===== config.mk =====
export PLATFORM = sky130hd
export DESIGN_NAME = hazard_unit_mc_flat
export DESIGN_NICKNAME = d
export VERILOG_FILES = /design/src/rtl/hazard_unit_mc_pkg.sv /design/src/rtl/hazard_unit_mc_if.sv /design/src/rtl/hazard_unit_mc_fwd_sel.sv /design/src/rtl/hazard_unit_mc.sv /design/src/flat_wrapper.sv
export SDC_FILE = /design/constraint.sdc
export NUM_CORES = 1
export LEC_CHECK = 0
export CAP_MARGIN = 5
export CORE_ASPECT_RATIO = 0.8
export CORE_MARGIN = 8
export CORE_UTILIZATION = 45
export CTS_CLUSTER_SIZE = 20
export DETAILED_ROUTE_END_ITERATION = 8
export GPL_ROUTABILITY_DRIVEN = 0
export MAX_ROUTING_LAYER = met4
export PLACE_DENSITY = 0.91
export SLEW_MARGIN = 40
export SYNTH_ARGS = -nofsm -noshare
export SYNTH_HDL_FRONTEND = slang
export SYNTH_SLANG_ARGS = --single-unit

===== constraint.sdc =====
create_clock -name clk -period 4.8 [get_ports clk]
set_input_delay 0.72 -clock clk [delete_from_list [all_inputs] [get_ports clk]]
set_output_delay 0.72 -clock clk [all_outputs]
set_load 0.02 [all_outputs]

===== src/rtl/hazard_unit_mc_pkg.sv =====
// Shared types and constants for the multi-cycle pipeline hazard controller.
package hazard_pkg;

    localparam logic [1:0] FWD_RF = 2'b00;
    localparam logic [1:0] FWD_W  = 2'b01;
    localparam logic [1:0] FWD_M  = 2'b10;

    typedef enum logic {
        HALT = 1'b0,
        RUN  = 1'b1
    } run_state_t;

    typedef enum logic {
        IDLE = 1'b0,
        BUSY = 1'b1
    } md_state_t;

endpackage


===== src/rtl/hazard_unit_mc_if.sv =====
// Stage-register side bundle of the hazard controller: hazard inputs, stall/flush/forward outputs, counters.
interface hazard_unit_mc_if #(
    parameter int AW    = 5,
    parameter int CNT_W = 16
);
    logic          start;
    logic          branch_e;
    logic          jalr_e;
    logic          jal_d;
    logic [AW-1:0] rs1_d;
    logic [AW-1:0] rs2_d;
    logic          rs1_use_d;
    logic          rs2_use_d;
    logic [AW-1:0] rs1_e;
    logic [AW-1:0] rs2_e;
    logic          rs1_use_e;
    logic          rs2_use_e;
    logic [AW-1:0] rd_e;
    logic          load_e;
    logic          md_e;
    logic [AW-1:0] rd_m;
    logic          wr_m;
    logic [AW-1:0] rd_w;
    logic          wr_w;

    logic stall_f, stall_d, stall_e, stall_m, stall_w;
    logic flush_f, flush_d, flush_e, flush_m, flush_w;
    logic [1:0]       fwd1_e;
    logic [1:0]       fwd2_e;
    logic             md_busy;
    logic [CNT_W-1:0] cnt_load_use;
    logic [CNT_W-1:0] cnt_md_stall;
    logic [CNT_W-1:0] cnt_ctrl_flush;

    modport master (
        output start, branch_e, jalr_e, jal_d,
        output rs1_d, rs2_d, rs1_use_d, rs2_use_d,
        output rs1_e, rs2_e, rs1_use_e, rs2_use_e,
        output rd_e, load_e, md_e, rd_m, wr_m, rd_w, wr_w,
        input  stall_f, stall_d, stall_e, stall_m, stall_w,
        input  flush_f, flush_d, flush_e, flush_m, flush_w,
        input  fwd1_e, fwd2_e, md_busy,
        input  cnt_load_use, cnt_md_stall, cnt_ctrl_flush
    );

    modport slave (
        input  start, branch_e, jalr_e, jal_d,
        input  rs1_d, rs2_d, rs1_use_d, rs2_use_d,
        input  rs1_e, rs2_e, rs1_use_e, rs2_use_e,
        input  rd_e, load_e, md_e, rd_m, wr_m, rd_w, wr_w,
        output stall_f, stall_d, stall_e, stall_m, stall_w,
        output flush_f, flush_d, flush_e, flush_m, flush_w,
        output fwd1_e, fwd2_e, md_busy,
        output cnt_load_use, cnt_md_stall, cnt_ctrl_flush
    );
endinterface


===== src/rtl/hazard_unit_mc_fwd_sel.sv =====
// Per-operand E-stage bypass select; the younger M result wins over W on a double match.
module hazard_fwd_sel
    import hazard_pkg::*;
#(
    parameter int AW = 5
) (
    input  logic [AW-1:0] rs,
    input  logic          rs_use,
    input  logic [AW-1:0] rd_m,
    input  logic          wr_m,
    input  logic [AW-1:0] rd_w,
    input  logic          wr_w,
    output logic [1:0]    sel
);

    always_comb begin
        sel = FWD_RF;
        if (wr_m && (rd_m != '0) && rs_use && (rd_m == rs)) begin
            sel = FWD_M;
        end else if (wr_w && (rd_w != '0) && rs_use && (rd_w == rs)) begin
            sel = FWD_W;
        end
    end

endmodule


===== src/rtl/hazard_unit_mc.sv =====
// Hazard controller for the 5-stage core: run gate, MUL/DIV occupancy FSM,
// load-use and control hazards, forwarding selects and saturating event counters.
module hazard_unit_mc
    import hazard_pkg::*;
#(
    parameter int AW     = 5,
    parameter int MD_LAT = 8,
    parameter int CNT_W  = 16
) (
    input  logic       clk,
    input  logic       rst_n,
    hazard_unit_mc_if.slave hz
);

    localparam int                MDC_W   = (MD_LAT > 2) ? $clog2(MD_LAT - 1) : 1;
    localparam logic [MDC_W-1:0]  MD_INIT = MDC_W'(MD_LAT - 2);

    run_state_t       run_q, run_d;
    md_state_t        md_state_q, md_state_d;
    logic [MDC_W-1:0] md_cnt_q, md_cnt_d;
    logic [CNT_W-1:0] cnt_lu_q, cnt_lu_d;
    logic [CNT_W-1:0] cnt_md_q, cnt_md_d;
    logic [CNT_W-1:0] cnt_ctrl_q, cnt_ctrl_d;

    logic       md_stall, lu, lu_eff, ctrl, jal_flush, ctrl_flush;
    logic       stall_f, stall_d, stall_e;
    logic       flush_f, flush_d, flush_e, flush_m, flush_w;
    logic [1:0] fwd1, fwd2, fwd1_sel, fwd2_sel;

    hazard_fwd_sel #(.AW(AW)) u_fwd1 (
        .rs(hz.rs1_e), .rs_use(hz.rs1_use_e),
        .rd_m(hz.rd_m), .wr_m(hz.wr_m), .rd_w(hz.rd_w), .wr_w(hz.wr_w),
        .sel(fwd1_sel)
    );

    hazard_fwd_sel #(.AW(AW)) u_fwd2 (
        .rs(hz.rs2_e), .rs_use(hz.rs2_use_e),
        .rd_m(hz.rd_m), .wr_m(hz.wr_m), .rd_w(hz.rd_w), .wr_w(hz.wr_w),
        .sel(fwd2_sel)
    );

    always_ff @(posedge clk or negedge rst_n) begin
        if (!rst_n) begin
            run_q      <= HALT;
            md_state_q <= IDLE;
            md_cnt_q   <= '0;
            cnt_lu_q   <= '0;
            cnt_md_q   <= '0;
            cnt_ctrl_q <= '0;
        end else begin
            run_q      <= run_d;
            md_state_q <= md_state_d;
            md_cnt_q   <= md_cnt_d;
            cnt_lu_q   <= cnt_lu_d;
            cnt_md_q   <= cnt_md_d;
            cnt_ctrl_q <= cnt_ctrl_d;
        end
    end

    always_comb begin
        run_d      = hz.start ? RUN : HALT;
        md_state_d = md_state_q;
        md_cnt_d   = md_cnt_q;
        md_stall   = 1'b0;
        lu         = 1'b0;
        lu_eff     = 1'b0;
        ctrl       = 1'b0;
        jal_flush  = 1'b0;
        ctrl_flush = 1'b0;
        stall_f    = 1'b0;
        stall_d    = 1'b0;
        stall_e    = 1'b0;
        flush_f    = 1'b0;
        flush_d    = 1'b0;
        flush_e    = 1'b0;
        flush_m    = 1'b0;
        flush_w    = 1'b0;
        fwd1       = FWD_RF;
        fwd2       = FWD_RF;

        if (!rst_n) begin
            flush_f = 1'b1;
            flush_d = 1'b1;
            flush_e = 1'b1;
            flush_m = 1'b1;
            flush_w = 1'b1;
        end else if (run_q == HALT) begin
            stall_f = 1'b1;
            stall_d = 1'b1;
            stall_e = 1'b1;
        end else begin
            // The last occupancy cycle (BUSY with counter at zero) releases E.
            md_stall = hz.md_e && !((md_state_q == BUSY) && (md_cnt_q == '0));
            case (md_state_q)
                IDLE: begin
                    if (hz.md_e) begin
                        md_state_d = BUSY;
                        md_cnt_d   = MD_INIT;
                    end
                end
                BUSY: begin
                    if (md_cnt_q == '0) begin
                        md_state_d = IDLE;
                    end else begin
                        md_cnt_d = md_cnt_q - MDC_W'(1);
                    end
                end
            endcase

            fwd1 = fwd1_sel;
            fwd2 = fwd2_sel;

            if (md_stall) begin
                stall_f = 1'b1;
                stall_d = 1'b1;
                stall_e = 1'b1;
                flush_m = 1'b1;
            end else begin
                lu = hz.load_e && (hz.rd_e != '0) &&
                     ((hz.rs1_use_d && (hz.rs1_d == hz.rd_e)) ||
                      (hz.rs2_use_d && (hz.rs2_d == hz.rd_e)));
                ctrl   = hz.branch_e || hz.jalr_e;
                lu_eff = lu && !ctrl;
                // A JAL held in a stalled D must survive to be redirected later.
                jal_flush  = hz.jal_d && !lu_eff;
                ctrl_flush = ctrl || jal_flush;
                stall_f    = lu_eff;
                stall_d    = lu_eff;
                flush_e    = lu_eff || ctrl;
                flush_d    = ctrl_flush;
            end
        end
    end

    always_comb begin
        cnt_lu_d   = cnt_lu_q;
        cnt_md_d   = cnt_md_q;
        cnt_ctrl_d = cnt_ctrl_q;
        if (lu_eff && (cnt_lu_q != '1)) begin
            cnt_lu_d = cnt_lu_q + CNT_W'(1);
        end
        if (md_stall && (cnt_md_q != '1)) begin
            cnt_md_d = cnt_md_q + CNT_W'(1);
        end
        if (ctrl_flush && (cnt_ctrl_q != '1)) begin
            cnt_ctrl_d = cnt_ctrl_q + CNT_W'(1);
        end
    end

    assign hz.stall_f        = stall_f;
    assign hz.stall_d        = stall_d;
    assign hz.stall_e        = stall_e;
    assign hz.stall_m        = (rst_n && (run_q == HALT));
    assign hz.stall_w        = (rst_n && (run_q == HALT));
    assign hz.flush_f        = flush_f;
    assign hz.flush_d        = flush_d;
    assign hz.flush_e        = flush_e;
    assign hz.flush_m        = flush_m;
    assign hz.flush_w        = flush_w;
    assign hz.fwd1_e         = fwd1;
    assign hz.fwd2_e         = fwd2;
    assign hz.md_busy        = (md_state_q == BUSY);
    assign hz.cnt_load_use   = cnt_lu_q;
    assign hz.cnt_md_stall   = cnt_md_q;
    assign hz.cnt_ctrl_flush = cnt_ctrl_q;

endmodule

===== src/flat_wrapper.sv =====
// flat-port wrapper written by rule: the top's interface ports become plain ports
module hazard_unit_mc_flat import hazard_pkg::*;
#(
    parameter int AW     = 5,
    parameter int MD_LAT = 8,
    parameter int CNT_W  = 16
)
  (clk, rst_n, hz_start, hz_branch_e, hz_jalr_e, hz_jal_d, hz_rs1_d, hz_rs2_d, hz_rs1_use_d, hz_rs2_use_d, hz_rs1_e, hz_rs2_e, hz_rs1_use_e, hz_rs2_use_e, hz_rd_e, hz_load_e, hz_md_e, hz_rd_m, hz_wr_m, hz_rd_w, hz_wr_w, hz_stall_f, hz_stall_d, hz_stall_e, hz_stall_m, hz_stall_w, hz_flush_f, hz_flush_d, hz_flush_e, hz_flush_m, hz_flush_w, hz_fwd1_e, hz_fwd2_e, hz_md_busy, hz_cnt_load_use, hz_cnt_md_stall, hz_cnt_ctrl_flush);
  hazard_unit_mc_if #(.AW(AW), .CNT_W(CNT_W)) hz_i ();
  input  logic clk;
  input  logic rst_n;
  input wire logic [$bits(hz_i.start)-1:0] hz_start;
  input wire logic [$bits(hz_i.branch_e)-1:0] hz_branch_e;
  input wire logic [$bits(hz_i.jalr_e)-1:0] hz_jalr_e;
  input wire logic [$bits(hz_i.jal_d)-1:0] hz_jal_d;
  input wire logic [$bits(hz_i.rs1_d)-1:0] hz_rs1_d;
  input wire logic [$bits(hz_i.rs2_d)-1:0] hz_rs2_d;
  input wire logic [$bits(hz_i.rs1_use_d)-1:0] hz_rs1_use_d;
  input wire logic [$bits(hz_i.rs2_use_d)-1:0] hz_rs2_use_d;
  input wire logic [$bits(hz_i.rs1_e)-1:0] hz_rs1_e;
  input wire logic [$bits(hz_i.rs2_e)-1:0] hz_rs2_e;
  input wire logic [$bits(hz_i.rs1_use_e)-1:0] hz_rs1_use_e;
  input wire logic [$bits(hz_i.rs2_use_e)-1:0] hz_rs2_use_e;
  input wire logic [$bits(hz_i.rd_e)-1:0] hz_rd_e;
  input wire logic [$bits(hz_i.load_e)-1:0] hz_load_e;
  input wire logic [$bits(hz_i.md_e)-1:0] hz_md_e;
  input wire logic [$bits(hz_i.rd_m)-1:0] hz_rd_m;
  input wire logic [$bits(hz_i.wr_m)-1:0] hz_wr_m;
  input wire logic [$bits(hz_i.rd_w)-1:0] hz_rd_w;
  input wire logic [$bits(hz_i.wr_w)-1:0] hz_wr_w;
  output wire logic [$bits(hz_i.stall_f)-1:0] hz_stall_f;
  output wire logic [$bits(hz_i.stall_d)-1:0] hz_stall_d;
  output wire logic [$bits(hz_i.stall_e)-1:0] hz_stall_e;
  output wire logic [$bits(hz_i.stall_m)-1:0] hz_stall_m;
  output wire logic [$bits(hz_i.stall_w)-1:0] hz_stall_w;
  output wire logic [$bits(hz_i.flush_f)-1:0] hz_flush_f;
  output wire logic [$bits(hz_i.flush_d)-1:0] hz_flush_d;
  output wire logic [$bits(hz_i.flush_e)-1:0] hz_flush_e;
  output wire logic [$bits(hz_i.flush_m)-1:0] hz_flush_m;
  output wire logic [$bits(hz_i.flush_w)-1:0] hz_flush_w;
  output wire logic [$bits(hz_i.fwd1_e)-1:0] hz_fwd1_e;
  output wire logic [$bits(hz_i.fwd2_e)-1:0] hz_fwd2_e;
  output wire logic [$bits(hz_i.md_busy)-1:0] hz_md_busy;
  output wire logic [$bits(hz_i.cnt_load_use)-1:0] hz_cnt_load_use;
  output wire logic [$bits(hz_i.cnt_md_stall)-1:0] hz_cnt_md_stall;
  output wire logic [$bits(hz_i.cnt_ctrl_flush)-1:0] hz_cnt_ctrl_flush;
  assign hz_i.start = hz_start;
  assign hz_i.branch_e = hz_branch_e;
  assign hz_i.jalr_e = hz_jalr_e;
  assign hz_i.jal_d = hz_jal_d;
  assign hz_i.rs1_d = hz_rs1_d;
  assign hz_i.rs2_d = hz_rs2_d;
  assign hz_i.rs1_use_d = hz_rs1_use_d;
  assign hz_i.rs2_use_d = hz_rs2_use_d;
  assign hz_i.rs1_e = hz_rs1_e;
  assign hz_i.rs2_e = hz_rs2_e;
  assign hz_i.rs1_use_e = hz_rs1_use_e;
  assign hz_i.rs2_use_e = hz_rs2_use_e;
  assign hz_i.rd_e = hz_rd_e;
  assign hz_i.load_e = hz_load_e;
  assign hz_i.md_e = hz_md_e;
  assign hz_i.rd_m = hz_rd_m;
  assign hz_i.wr_m = hz_wr_m;
  assign hz_i.rd_w = hz_rd_w;
  assign hz_i.wr_w = hz_wr_w;
  assign hz_stall_f = hz_i.stall_f;
  assign hz_stall_d = hz_i.stall_d;
  assign hz_stall_e = hz_i.stall_e;
  assign hz_stall_m = hz_i.stall_m;
  assign hz_stall_w = hz_i.stall_w;
  assign hz_flush_f = hz_i.flush_f;
  assign hz_flush_d = hz_i.flush_d;
  assign hz_flush_e = hz_i.flush_e;
  assign hz_flush_m = hz_i.flush_m;
  assign hz_flush_w = hz_i.flush_w;
  assign hz_fwd1_e = hz_i.fwd1_e;
  assign hz_fwd2_e = hz_i.fwd2_e;
  assign hz_md_busy = hz_i.md_busy;
  assign hz_cnt_load_use = hz_i.cnt_load_use;
  assign hz_cnt_md_stall = hz_i.cnt_md_stall;
  assign hz_cnt_ctrl_flush = hz_i.cnt_ctrl_flush;
  hazard_unit_mc #(.AW(AW), .MD_LAT(MD_LAT), .CNT_W(CNT_W)) u_core (.clk(clk), .rst_n(rst_n), .hz(hz_i));
endmodule

==> results of run 1 <==
==> kinds of logic after synthesis <==
logic type	Yosys count	share of synthesized area (%)
buffers and inverters	13	2.53
xor gates and xnor gates	73	21.2
and+or+nand+nor	125	22.5
AOI/OAI and AO/OA	24	5.81
muxes	5	1.87
DFF	53	44.0
adders and majority gates	5	2.07
==> critical path, stage by stage <==
cell and delay, ps:
clkdlybuf4s50_1 590, xnor2_1 160, nand4_1 110, o22ai_1 500, o211ai_1 260, a31oi_1 240, clkdlybuf4s50_1 630
==> cell usage in the layout, fill, tap and decap left out, types with 3 or more instances in the layout <==
cell type	synthesis	final
dfrtp_1	53	53
nor3_1	5	5
clkbuf_8	0	6
nor2_1	12	12
ha_1	5	5
o21ai_0	5	5
xor2_1	25	25
inv_1	5	5
mux2_2	5	5
nand4_1	22	22
xnor2_1	48	48
nand2_1	23	23
and3_1	13	13
nand3_1	24	24
and3_2	3	3
clkdlybuf4s50_1	0	110
and2_1	4	4
a21oi_1	5	5
nor4_1	8	8
==> layout make-up <==
| class | instances | area [µm²] |
|---|---|---|
| fill | 500 | 2130 |
| multi-input combinational | 232 | 1620 |
| sequential | 53 | 1330 |
| timing repair buffer | 113 | 1120 |
| tap | 84 | 105 |
| clock buffer | 7 | 86.3 |
| clock inverter | 1 | 30.0 |
| inverter | 5 | 18.8 |
==> worst min path at each step <==
stage / to / startpoint / depth (start not counted)
floorplan: u_core.hz.cnt_ctrl_flush[0] / rst_n / 0
global placement: u_core.hz.cnt_load_use[4] / u_core.hz.cnt_load_use[4] / 1
detailed placement: u_core.hz.cnt_load_use[15] / u_core.hz.cnt_load_use[15] / 1
CTS: u_core.run_q / rst_n / 1
global route: u_core.run_q / rst_n / 1
finish: u_core.run_q / rst_n / 1
==> power by group through the flow <==
stage	combinational, µW	clock (µW)	sequential, µW
final	378	314	562
after detailed placement	379	0	569
after global placement	368	0	566
after global routing	408	338	574
after floorplan	153	0	606
after CTS	380	320	562
==> routing by layer <==
layer	part of all wire, %	track usage (%)
met1	44	21.3
met2	50	31.7
met3	4.9	3.03
met4	0.33	2.76
met5	0	-
==> metrics by stage <==
stage	setup slack [ps]	util [%]
CTS	973	66.8
floorplan	1960	-
global route	754	66.9
global placement	1110	65.0
detailed placement	980	65.0
finish	853	66.9
==> flip-flops by register name, indices dropped and copies added (netlist names) <==
| register | count |
|---|---|
| u_core.hz.md_busy | 1 |
| u_core.md_cnt_q | 3 |
| u_core.hz.cnt_ctrl_flush | 16 |
| u_core.hz.cnt_load_use | 16 |
| u_core.run_q | 1 |
| u_core.hz.cnt_md_stall | 16 |
==> metrics, run 1 <==
Synth Net Count 352; share of the synthesized area in the top cell type 44.0%; fin crit period 3950 ps; gr ovfl total 0; Total Power 1250 µW; clock slew at reported path FFs 90 ps; CTS sink count 53; row count 26; status finished clean; # Post-CTS Setup Buffers 0; H-tree lvl count 2; Crit. End Element primary output; core area 0.00644 mm²; Reg power frac 44.8%; initial antenna violation count 0; vias in the first global route 2727; Fin Hold WS 225 ps; count leader, synth dfrtp_1; Worst-Skew Late Latency 300 ps; die width 108 µm; synthesized area per cell 10.1 µm²; Crit Path Class primary input to primary output; Register-to-Register Path Depth 7; Psw 395 µW; CTS resizes 0; Design Area, Final 0.00431 mm²; Clock Path Buffers 2; Total Wirelength 8510 µm; Mapped Cells 298; Num CTS Buffers 5; Layout Cells excl Fill 495; largest net degree at the start of global routing 54; Primary FF master, synth dfrtp_1; final setup violation count 0; Int Pwr 859 µW; clock skew 5.35 ps; final hold vios 0; DP Area 0.00418 mm²; Synth Warn # 0; Starting Density 46.8%; Final Slew Violations 0; VDD IR max 0.206 mV; power per cell area 291 mW/mm²; CP arrival 3230 ps; GR Util All Layers 17.9%; post-DP HPWL 6710 µm; Final ANT Viol Nets 0; LEAKAGE 0.00176 µW; Min-Delay Path Class primary input to async pin; Req. time, crit path 4080 ps; #FFs+latches synth 53; Worst setup startpoint hz_rd_e[1]; post-route DRC violation count 0; Die ar. 0.00959 mm²; setup total negative slack 0 ps; clock root buffer clkbuf_8; IO Count 112; Worst Setup EP hz_flush_e; number of flops mapped to enable cells by yosys 0; # nets final 464; worst-path fanout max 6; MaxCap Viol Count 0; switching portion of total power 31.5%; Max transition margin 55.3%; top post-synthesis cells by area dfrtp_1 (44%), xnor2_1 (14%), xor2_1 (7.3%); synth unique cells 43; Worst Tran Pin Value 664 ps; FMAX 253 MHz; dominant cell type by area after synthesis dfrtp_1; clock network power share 25.1%; worst reg2reg path endpoint u_core.hz.cnt_ctrl_flush[1]; post-cts hold buffer count 0; routed len/inst 17.2 µm; Crit Reg-Reg Startpoint u_core.md_cnt_q[0]; Detailed Route Iter0 Violations 72; Via density 5.43; RSZ-0062 raised after global routing no; crit start category primary input; P&R area growth vs syn 42.9%; I/O Buffers 111; r2r setup slk 2530 ps; first-pass GRT wire length 13400 µm; n_diodes 0; Die Ht 89.2 µm; fin crit share 82.2%; routed vias 2688; Logic pwr share 30.1%; Placed Instances 487; CTS tree done; top post-synthesis cells by count dfrtp_1 (53), xnor2_1 (48), xor2_1 (25); post-synthesis sequential area ratio 44.0%; share of cells above drive strength 1 5.35%; Pre-antenna DRT Iters 4; Cell Area, Synth 0.00302 mm²; FFs w/ async S/R, synth 100%
Note: power is estimated with default switching activity, not from simulation.
==> run 2: changes to the inputs <==
Clock period 4.8 ns to 3.7 ns, I/O delays scaled along.
==> metrics, run 2 (synthesis results as in run 1) <==
status finished clean; routed len/inst 16.4 µm (-4.5%); I/O Buffers 111 (unchanged); Req. time, crit path 3140 ps (-940 ps); Worst Tran Pin Value 664 ps (+0.155 ps); routed vias 2626 (-2.3%); GRT busiest layer met2; Pre-antenna DRT Iters 4 (unchanged); most common cell after layout, fill and taps aside clkdlybuf4s50_1; Max transition margin 55.7% (+0.40 points); initial antenna violation count 0 (unchanged); Clock Path Buffers 2 (unchanged); Die Ht 89.2 µm (unchanged); Final Slew Violations 0 (unchanged); met2 Track Usage GR 28.8% (-2.8 points); share of cells above drive strength 1 5.60% (+0.24 points); post-DP HPWL 6620 µm (-1.3%); Crit Reg-Reg Startpoint u_core.run_q; first-pass GRT wire length 13100 µm (-2.6%); final setup violation count 0 (unchanged); Reg power frac 48.1% (+3.3 points); # Post-CTS Setup Buffers 0 (unchanged); Min-Delay Path Class primary input to async pin; LEAKAGE 0.00175 µW (-0.42%); core area 0.00644 mm² (unchanged); vias in the first global route 2608 (-4.4%); Psw 493 µW (+25%); worst-path fanout max 4 (-2); gr ovfl total 0 (unchanged); post-cts hold buffer count 0 (unchanged); Crit Path Class primary input to primary output; IO Count 112 (unchanged); Via density 5.31 (-2.3%); clock skew 5.60 ps (+0.255 ps); fin crit period 3460 ps; fin crit share 93.4%; CTS resizes 0 (unchanged); Final ANT Viol Nets 0 (unchanged); most frequent cells in the layout clkdlybuf4s50_1 (110), dfrtp_1 (53), xnor2_1 (48); post-route DRC violation count 0 (unchanged); clock slew at reported path FFs 90 ps (about the same); Logic pwr share 32.3% (+2.2 points); die width 108 µm (unchanged); row count 26 (unchanged); M1 GR Usage 21.9% (+0.68 points); MaxCap Viol Count 0 (unchanged); Worst-Skew Late Latency 290 ps (about the same); Die ar. 0.00959 mm² (unchanged); Register-to-Register Path Depth 6 (-1); largest net degree at the start of global routing 54 (unchanged); Starting Density 46.8% (unchanged); clock root buffer clkbuf_8; clock network power share 19.6% (-5.5 points); VDD IR max 0.328 mV (+59%); Int Pwr 1020 µW (+19%); Crit. End Element primary output; CTS sink count 53 (unchanged); switching portion of total power 32.6% (+1.1 points); Num CTS Buffers 5 (unchanged); # nets final 466 (+0.43%); CTS tree done; Util after Layout 66.3% (-0.54 points); n_diodes 0 (unchanged); GR met3 Demand/Resource 3.03% (unchanged); P&R area growth vs syn 41.7%; setup total negative slack 0 ps (unchanged); final hold vios 0 (unchanged); FMAX 289 MHz; Total Wirelength 8130 µm (-4.5%); GR Util All Layers 17.3% (-0.57 points); Detailed Route Iter0 Violations 64 (-11%); power per cell area 354 mW/mm² (+22%); FILL cells 517 (+3.4%); crit start category primary input; RSZ-0062 raised after global routing no; Worst setup startpoint hz_rd_m[0]; CP arrival 2900 ps (-330 ps); H-tree lvl count 2 (unchanged)
[run 2: layout make-up]
cell class	count	area, µm²	area share [%]
clock buffer	5	68.8	1.61
clock inverter	1	5.00	0.117
inverter	5	18.8	0.439
multi-input combinational	232	1610	37.7
sequential	53	1330	31.0
tap	84	105	2.46
timing repair buffer	115	1140	26.6
[run 2: path summary, 6_finish.rpt]
kind / end / slack, ps
setup / recovery: hz_fwd1_e[0] / 240
hold / removal: u_core.run_q / 70
setup reg to reg: u_core.hz.cnt_md_stall[15] / 1480
hold reg to reg: u_core.hz.cnt_load_use[14] / 500
max in group asynchronous: u_core.hz.cnt_ctrl_flush[15] / 2770
min in group clk: u_core.hz.cnt_load_use[14] / 500
[run 2: power by group through the flow]
stage	combinational (µW)	clock, µW	sequential (µW)
global route	534	325	742
floorplan	198	0	786
detailed placement	494	0	738
finish	489	296	728
CTS	496	305	728
global placement	480	0	733
[run 2: routing by layer]
metal	routed length [µm]	up-vias
met5	0	-
met3	383	6
li1	-	1284
met1	3660	1266
met2	4020	70
met4	63	0
[run 2: worst max-delay path: stages]
cell and delay (ps):
clkdlybuf4s50_1 470, or4_1 550, o21ai_0 380, nor2_1 100, nor3_1 200, clkdlybuf4s50_1 630
[run 2: through the flow]
step                total power [µW]  cells  hold slack (ps)  setup slack, ps  area (µm²)
floorplan                        984    298              259             1190        3020
global placement                1210    489              376              345        4200
detailed placement              1230    489              379              270        4200
CTS                             1530    495             53.9              257        4270
global route                    1600    495             54.6             79.7        4270
finish                          1510    495             67.9              243        4270
==> run 3: changes to the inputs <==
Settings changed: CORE_UTILIZATION 45 to 40, PLACE_DENSITY 0.91 to 0.86.
Clock period 3.7 ns to 3.1 ns, I/O delays scaled along.
==> metrics, run 3 (synthesis results as in run 1) <==
Crit Path Class primary input to primary output; Final Slew Violations 0 (unchanged); power per cell area 438 mW/mm² (+24%); Design Area, Final 0.00440 mm² (+3.0%); initial antenna violation count 0 (unchanged); Pre-antenna DRT Iters 4 (unchanged); worst path cell trace clkdlybuf4s50_1 > or4_4 > o211ai_1 > a21oi_1 > nor2_1 > dlygate4sd2_1; CP Buf/Inv Count 2 (unchanged); P&R area growth vs syn 45.9%; Total Wirelength 8730 µm (+7.4%); Max transition margin 56.2% (+0.47 points); gr ovfl total 0 (unchanged); IO Count 112 (unchanged); status finished clean; Register-to-Register Path Depth 8 (+2); Min-Delay Path Class primary input to async pin; n_diodes 0 (unchanged); MaxCap Viol Count 0 (unchanged); CTS tree done; RSZ-0062 raised after global routing no; Via density 5.31 (+0.15%); core area 0.00736 mm² (+14%); routed len/inst 17.1 µm (+4.1%); most common cell after layout, fill and taps aside clkdlybuf4s50_1; Crit-path slowest cell or4_4; LEAKAGE 0.00192 µW (+9.5%); Clock Path Buffers 2 (unchanged); Num CTS Buffers 5 (unchanged); crit start category primary input; CTS sink count 53 (unchanged); worst reg2reg path endpoint u_core.hz.cnt_load_use[1]; DP Area 0.00427 mm² (+1.8%); die width 113 µm (+5.2%); Worst-Skew Late Latency 300 ps (about the same); clock skew 6.17 ps (+0.570 ps); Detailed Route Iter0 Violations 98 (+53%); worst-path fanout max 3 (-1); post-DP HPWL 7060 µm (+6.6%); clock slew at reported path FFs 100 ps (about the same); Die ar. 0.0106 mm² (+10%); GR Util All Layers 16.9% (-0.39 points); final setup violation count 0 (unchanged); share of cells above drive strength 1 8.08% (+2.5 points); row count 28 (+7.7%); Die Ht 93.7 µm (+5.0%); Placed Instances 504 (+3.1%); fin crit period 2840 ps; Total Power 1930 µW (+27%); Starting Density 41.0% (-5.8 points); r2r setup slk 780 ps (-700 ps); most frequent cells in the layout clkdlybuf4s50_1 (102), dfrtp_1 (53), xnor2_1 (48); Crit. End Element primary output; Req. time, crit path 2630 ps (-510 ps); largest net degree at the start of global routing 52 (-3.7%); # nets final 475 (+1.9%); final hold vios 0 (unchanged); Fin Hold WS 139 ps (+70.6 ps); VDD IR max 0.312 mV (-5.0%); CP peak stage delay 570 ps (-60 ps); fin crit share 91.7%; clock root buffer clkbuf_8; post-cts hold buffer count 0 (unchanged); Layout Cells excl Fill 511 (+3.2%); CP delay by family, top buffers and inverters; CP arrival 2380 ps (-520 ps); Crit Reg-Reg Startpoint u_core.md_cnt_q[0]; Final ANT Viol Nets 0 (unchanged); post-route DRC violation count 0 (unchanged); vias in the first global route 2889 (+11%); first-pass GRT wire length 14300 µm (+9.2%); FMAX 352 MHz; routed vias 2715 (+3.4%); H-tree lvl count 2 (unchanged); Worst Tran Pin Value 657 ps (-7.01 ps); I/O Buffers 111 (unchanged)
run 3: changes by cell type in the layout (fill, tap and decap cells not counted), sizes merged:
cell           delta
clkdlybuf4s50     -8
buf               +9
bufinv            +1
dlymetal6s2s      +7
dlygate4sd2       +1
run 3: per-layer routing:
metal / vias up / track usage, % / part of all wire (%) / wire length, µm
met5: - / - / 0 / 0
met4: 0 / 2.99 / 0.89 / 78
met3: 10 / 3.92 / 4.7 / 408
met2: 73 / 28.7 / 50 / 4390
met1: 1326 / 20.3 / 44 / 3860
li1: 1306 / - / - / -
run 3: layout make-up:
class | count | area, µm²
clock buffers | 5 | 68.8
clock inverters | 2 | 35.0
fillers | 668 | 2960
inverters | 5 | 18.8
multi-input cells | 232 | 1620
flip-flops and latches | 53 | 1330
well taps | 90 | 113
repair buffers | 124 | 1220
run 3: worst max path at each step:
stage / from / end / slack [ps] / depth (start not counted)
finish: hz_rd_e[0] / hz_flush_d / 260 / 6
global route: hz_rd_e[0] / hz_flush_d / 160 / 6
CTS: hz_rd_m[0] / hz_fwd2_e[0] / 4 / 6
detailed placement: hz_rd_m[0] / hz_fwd2_e[0] / -90 / 6
global placement: hz_rd_m[0] / hz_fwd1_e[0] / 40 / 6
floorplan: hz_rd_m[0] / hz_fwd1_e[0] / 770 / 4
run 3: stage by stage:
step	setup slack (ps)	setup TNS, ps	util [%]
after floorplan	768	0	-
after global placement	43.1	0	58.1
after detailed placement	-92.9	-159	58.1
after CTS	3.96	0	59.5
after global routing	159	0	59.8
final	258	0	59.8
run 3: timing repair:
action,4_1_cts,5_1_grt
setup endpoints to repair,3,7
gates cloned,0,0
endpoints found under the hold margin,0,0
setup buffers,0,0
resized for setup,2,7
run 3: power breakdown:
part           switching [µW]  leakage (µW)  internal [µW]
combinational             295       0.00115            303
clock                     221     0.0000540            235
sequential                100      0.000711            772
==> patch 1: new RTL, config.mk and constraints of run 3 <==
Make the reset (`rst_n`) synchronous in one clocked block.
--- a/src/rtl/hazard_unit_mc.sv
+++ b/src/rtl/hazard_unit_mc.sv
@@ -39,7 +39,7 @@
         .sel(fwd2_sel)
     );
 
-    always_ff @(posedge clk or negedge rst_n) begin
+    always_ff @(posedge clk) begin
         if (!rst_n) begin
             run_q      <= HALT;
             md_state_q <= IDLE;
Function: differs if rst_n is asserted again (counterexample within 4 cycles, from zero or initial values and one cycle with rst_n low); with rst_n held inactive, the same outputs for 10 cycles.
==> patch 1 against run 3 <==
Clock skew is 0.0053 ns higher. Sequential cell count unchanged. Synthesized area about the same. Setup slack got worse by 0.14 ns. Wire length grew 8.7%. Design area increased by 0.20%. Highest routed layer unchanged.
Power is not compared: it rests on default switching activity, and its combinational part moved more than twofold at a synthesized area within 25%.
==> patch 1: results (changes against run 3) <==
- The via count of the first global-routing pass is 3180 (+10%).
- The met2 wire length is 4280 um (-2.3%).
- The synthesized area divided by synthesized cell count is 8.02 um2 (-21%).
- The met1 capacity usage during global routing was 22.6% (+2.3 points).
- The detailed-routed wire length on met3 is 515 um (+26%).
- The run finished with clean final reports.
- The cell total after placement is 577 (+14%).
- The class of the most critical hold timing path is register to register.
- In the post-synthesis netlist, the biggest area contributors are sky130_fd_sc_hd__dfxtp_1 (35%), sky130_fd_sc_hd__xor2_1 (7.8%), sky130_fd_sc_hd__xnor2_1 (4.9%).
- The proportion of layout cells with a drive suffix above 1 is 6.06% (-2.0 points).
- The number of violations reported at the end of detailed-routing iteration 0 is 195 (+99%).
- The sequential cell area fraction in the yosys report is 35.2% (-8.8 points).
- The detailed placement HPWL is 7400 um (+4.9%).
- The maximum net fanout on the critical path is 3 (unchanged).
- The slowest stage cell on the critical path is sky130_fd_sc_hd__clkdlybuf4s50_1.
- Sorting the synthesized cells by how often they occur yields sky130_fd_sc_hd__dfxtp_1 (53), sky130_fd_sc_hd__nand2_1 (30), sky130_fd_sc_hd__nor2_1 (29).
- The total routed wire length on the met1 layer was 4620 um (+20%).
- The smallest setup slack after layout came to 0.115 ns (-0.143 ns).
- The worst clock skew on the final layout is 0.0115 ns (+0.00531 ns).
- The worst register-to-register path ends at u_core.hz.cnt_ctrl_flush[10]$_SDFFE_PN0P_.
- The routing usage on met3 is 3.67% (-0.25 points).
- The number of vias in the routed layout was 3253 (+20%).
- The logic depth of the worst register-to-register path is 9 (+1).
- The final routed wire length divided by cell count is 16.2 um (-5.1%).
- The launching point of the worst reg2reg path is u_core.md_cnt_q[0]$_SDFFE_PN0P_.
- The slew at the pin closest to its max-slew limit is 0.402 ns (-0.255 ns).
- The net count of the mapped netlist is 430 (+22%).
- In this run the worst setup path begins at hz_rd_m[0].
- The number of nets in the layout is 548 (+15%).
- The post-place setup slack was -0.0253 ns (+0.0676 ns).
- The filler cell count is 643 (-3.7%).
- The endpoint of the most critical setup path is hz_fwd1_e[0].
- The global-route usage over all layers is 17.8% (+0.87 points).
- The count of different cell masters after synthesis is 41 (-4.7%).
- The fraction of synthesis flops using an asynchronous set or reset pin came to 0% (-100 points).
[patch 1: what timing repair did]
action                                 CTS  global route
buffers inserted                         0             0
gates resized for setup                  2             4
setup endpoints to repair                2             6
endpoints found under the hold margin    0             0
[patch 1: kinds of logic after synthesis]
group	count (synthesis)	share of synthesized area, %
AOI/OAI and AO/OA	77	15.7
and+or+nand+nor	164	28.4
DFF	53	35.2
xor gates and xnor gates	44	12.8
adders and majority gates	5	2.08
muxes	6	1.99
buffers and inverters	27	3.82
[patch 1: final cells by class]
type | count | area, um2 | area share, %
flip-flops and latches | 53 | 1060 | 24.1
multi-input cells | 296 | 1850 | 41.9
inverters | 7 | 26.3 | 0.596
well taps | 90 | 113 | 2.55
clock inverters | 3 | 17.5 | 0.397
repair buffers | 131 | 1270 | 28.9
clock buffers | 5 | 68.8 | 1.56
[patch 1: power breakdown]
group	internal, mW	leakage (nW)	switching (mW)
sequential	0.686	0.428	0.00674
clock	0.157	0.0439	0.226
combinational	0.124	1.05	0.106
total	0.966	1.52	0.339
==> patch 2: new RTL, config.mk and constraints of run 3 <==
Without the edit above. `CNT_W` is set to 16 in 3 places; all go to 12.
--- a/src/rtl/hazard_unit_mc_if.sv
+++ b/src/rtl/hazard_unit_mc_if.sv
@@ -1,7 +1,7 @@
 // Stage-register side bundle of the hazard controller: hazard inputs, stall/flush/forward outputs, counters.
 interface hazard_unit_mc_if #(
     parameter int AW    = 5,
-    parameter int CNT_W = 16
+    parameter int CNT_W = 12
 );
     logic          start;
     logic          branch_e;
--- a/src/rtl/hazard_unit_mc.sv
+++ b/src/rtl/hazard_unit_mc.sv
@@ -5,7 +5,7 @@
 #(
     parameter int AW     = 5,
     parameter int MD_LAT = 8,
-    parameter int CNT_W  = 16
+    parameter int CNT_W  = 12
 ) (
     input  logic       clk,
     input  logic       rst_n,
--- a/src/flat_wrapper.sv
+++ b/src/flat_wrapper.sv
@@ -3,7 +3,7 @@
 #(
     parameter int AW     = 5,
     parameter int MD_LAT = 8,
-    parameter int CNT_W  = 16
+    parameter int CNT_W  = 12
 )
   (clk, rst_n, hz_start, hz_branch_e, hz_jalr_e, hz_jal_d, hz_rs1_d, hz_rs2_d, hz_rs1_use_d, hz_rs2_use_d, hz_rs1_e, hz_rs2_e, hz_rs1_use_e, hz_rs2_use_e, hz_rd_e, hz_load_e, hz_md_e, hz_rd_m, hz_wr_m, hz_rd_w, hz_wr_w, hz_stall_f, hz_stall_d, hz_stall_e, hz_stall_m, hz_stall_w, hz_flush_f, hz_flush_d, hz_flush_e, hz_flush_m, hz_flush_w, hz_fwd1_e, hz_fwd2_e, hz_md_busy, hz_cnt_load_use, hz_cnt_md_stall, hz_cnt_ctrl_flush);
   hazard_unit_mc_if #(.AW(AW), .CNT_W(CNT_W)) hz_i ();
Ports: changed (resized hz_cnt_ctrl_flush, hz_cnt_load_use and hz_cnt_md_stall); port bits go from 112 to 100. No check against the original RTL was run, so the function may have changed too.
==> patch 2 against run 3 <==
Utilization up 0.92 points. Non-clock buffer count down 10. Cell count down 11%. Sequential cell count down 12. Synthesized area down 16%. Wire length down 17%. Design area down 14%. First-iteration DRC count down 14%. Total power down 13%. Setup slack worse by 0.086 ns. Clock skew up 0.00078 ns. Sequential share of layout area down 3.1 points. Die area down 14%. Largest power group unchanged.
==> patch 2: results (changes against run 3) <==
- The count of different cell masters after synthesis is 42 (-2.3%).
- The number of violations reported at the end of detailed-routing iteration 0 is 84 (-14%).
- The switching share of power is 34.8% (+2.8 points).
- The number of nets in the layout is 425 (-11%).
- The number of port buffers was 99 (-11%).
- The pin count of the biggest net entering global routing is 36 (-31%).
- The detailed placement HPWL is 5830 um (-17%).
- The fraction of power consumed by the clock network is 21.1% (-2.6 points).
- The fraction of synthesized area in multiplexers was 1.34% (-0.53 points).
- The share of the synthesized netlist area taken by xor and xnor gates is 21.8% (+0.61 points).
- The worst clock skew on the final layout came to 0.00695 ns (+0.000783 ns).
- The net count of the mapped netlist is 310 (-12%).
- The peak ir drop on the vdd network is 0.326 mV (+4.6%).
- The proportion of layout cells with a drive suffix above 1 is 10.2% (+2.2 points).
- The wire length of the first global-routing pass is 12000 um (-16%).
- The number of vias in the routed layout is 2308 (-15%).
- The cell total after placement is 447 (-11%).
- The area fraction in compound gates after synthesis is 5.54% (-0.27 points).
- The data arrival time of the critical path is 2.46 ns (+0.08 ns).
- The static leakage is 1.64 nW (-14%).
- The fraction of the mapped netlist area in adder cells is 2.47% (+0.40 points).
- The insertion delay to the later sink of the worst-skew pair is 0.28 ns (-0.02 ns).
- The class of the most critical hold timing path is register to register.
- The hold buffer count at CTS is 1 (+1).
- The final routed wirelength across all metal layers is 7270 um (-17%).
- The part of the power in combinational logic came to 36.4% (+5.3 points).
- The global-route usage over all layers is 16.4% (-0.51 points).
- The flow ran to the end, and the final reports show no timing, DRC or antenna violations.
[patch 2: path summary, 6_finish.rpt]
check	start	end	slack [ns]	cells past startpoint
min in group asynchronous	rst_n	u_core.md_cnt_q[2]$_DFFE_PN0P_	0.54	2
setup / recovery	hz_rd_e[0]	hz_flush_d	0.17	6
max in group asynchronous	rst_n	u_core.hz.cnt_md_stall[6]$_DFFE_PN0P_	1.89	3
hold / removal	u_core.hz.cnt_md_stall[11]$_DFFE_PN0P_	u_core.hz.cnt_md_stall[11]$_DFFE_PN0P_	0.50	1
setup reg to reg	u_core.md_cnt_q[0]$_DFFE_PN0P_	u_core.hz.cnt_ctrl_flush[11]$_DFFE_PN0P_	0.73	9
hold reg to reg	u_core.hz.cnt_md_stall[11]$_DFFE_PN0P_	u_core.hz.cnt_md_stall[11]$_DFFE_PN0P_	0.50	1
[patch 2: metal layers]
layer	share of wire, %	GRT usage, %	vias up
met4	1.1	3.23	0
li1	-	-	1130
met5	0	-	-
met2	48	26.2	68
met3	4.6	3.99	12
met1	47	20.7	1098
[patch 2: layout make-up]
| class | count | area [um2] | area share (%) |
|---|---|---|---|
| Timing Repair Buffer | 114 | 1110 | 29.2 |
| Clock inverter | 1 | 7.51 | 0.198 |
| Sequential cell | 41 | 1030 | 27.1 |
| Multi-Input combinational cell | 199 | 1430 | 37.6 |
| Inverter | 10 | 37.5 | 0.990 |
| Clock buffer | 6 | 82.6 | 2.18 |
| Tap cell | 84 | 105 | 2.77 |
[patch 2: per-stage QoR]
| stage | total power [mW] | cell area [um2] |
|---|---|---|
| after floorplan | 1.03 | 2530 |
| after global placement | 1.32 | 3680 |
| after detailed placement | 1.35 | 3680 |
| after CTS | 1.71 | 3780 |
| after global routing | 1.80 | 3790 |
| final | 1.69 | 3790 |
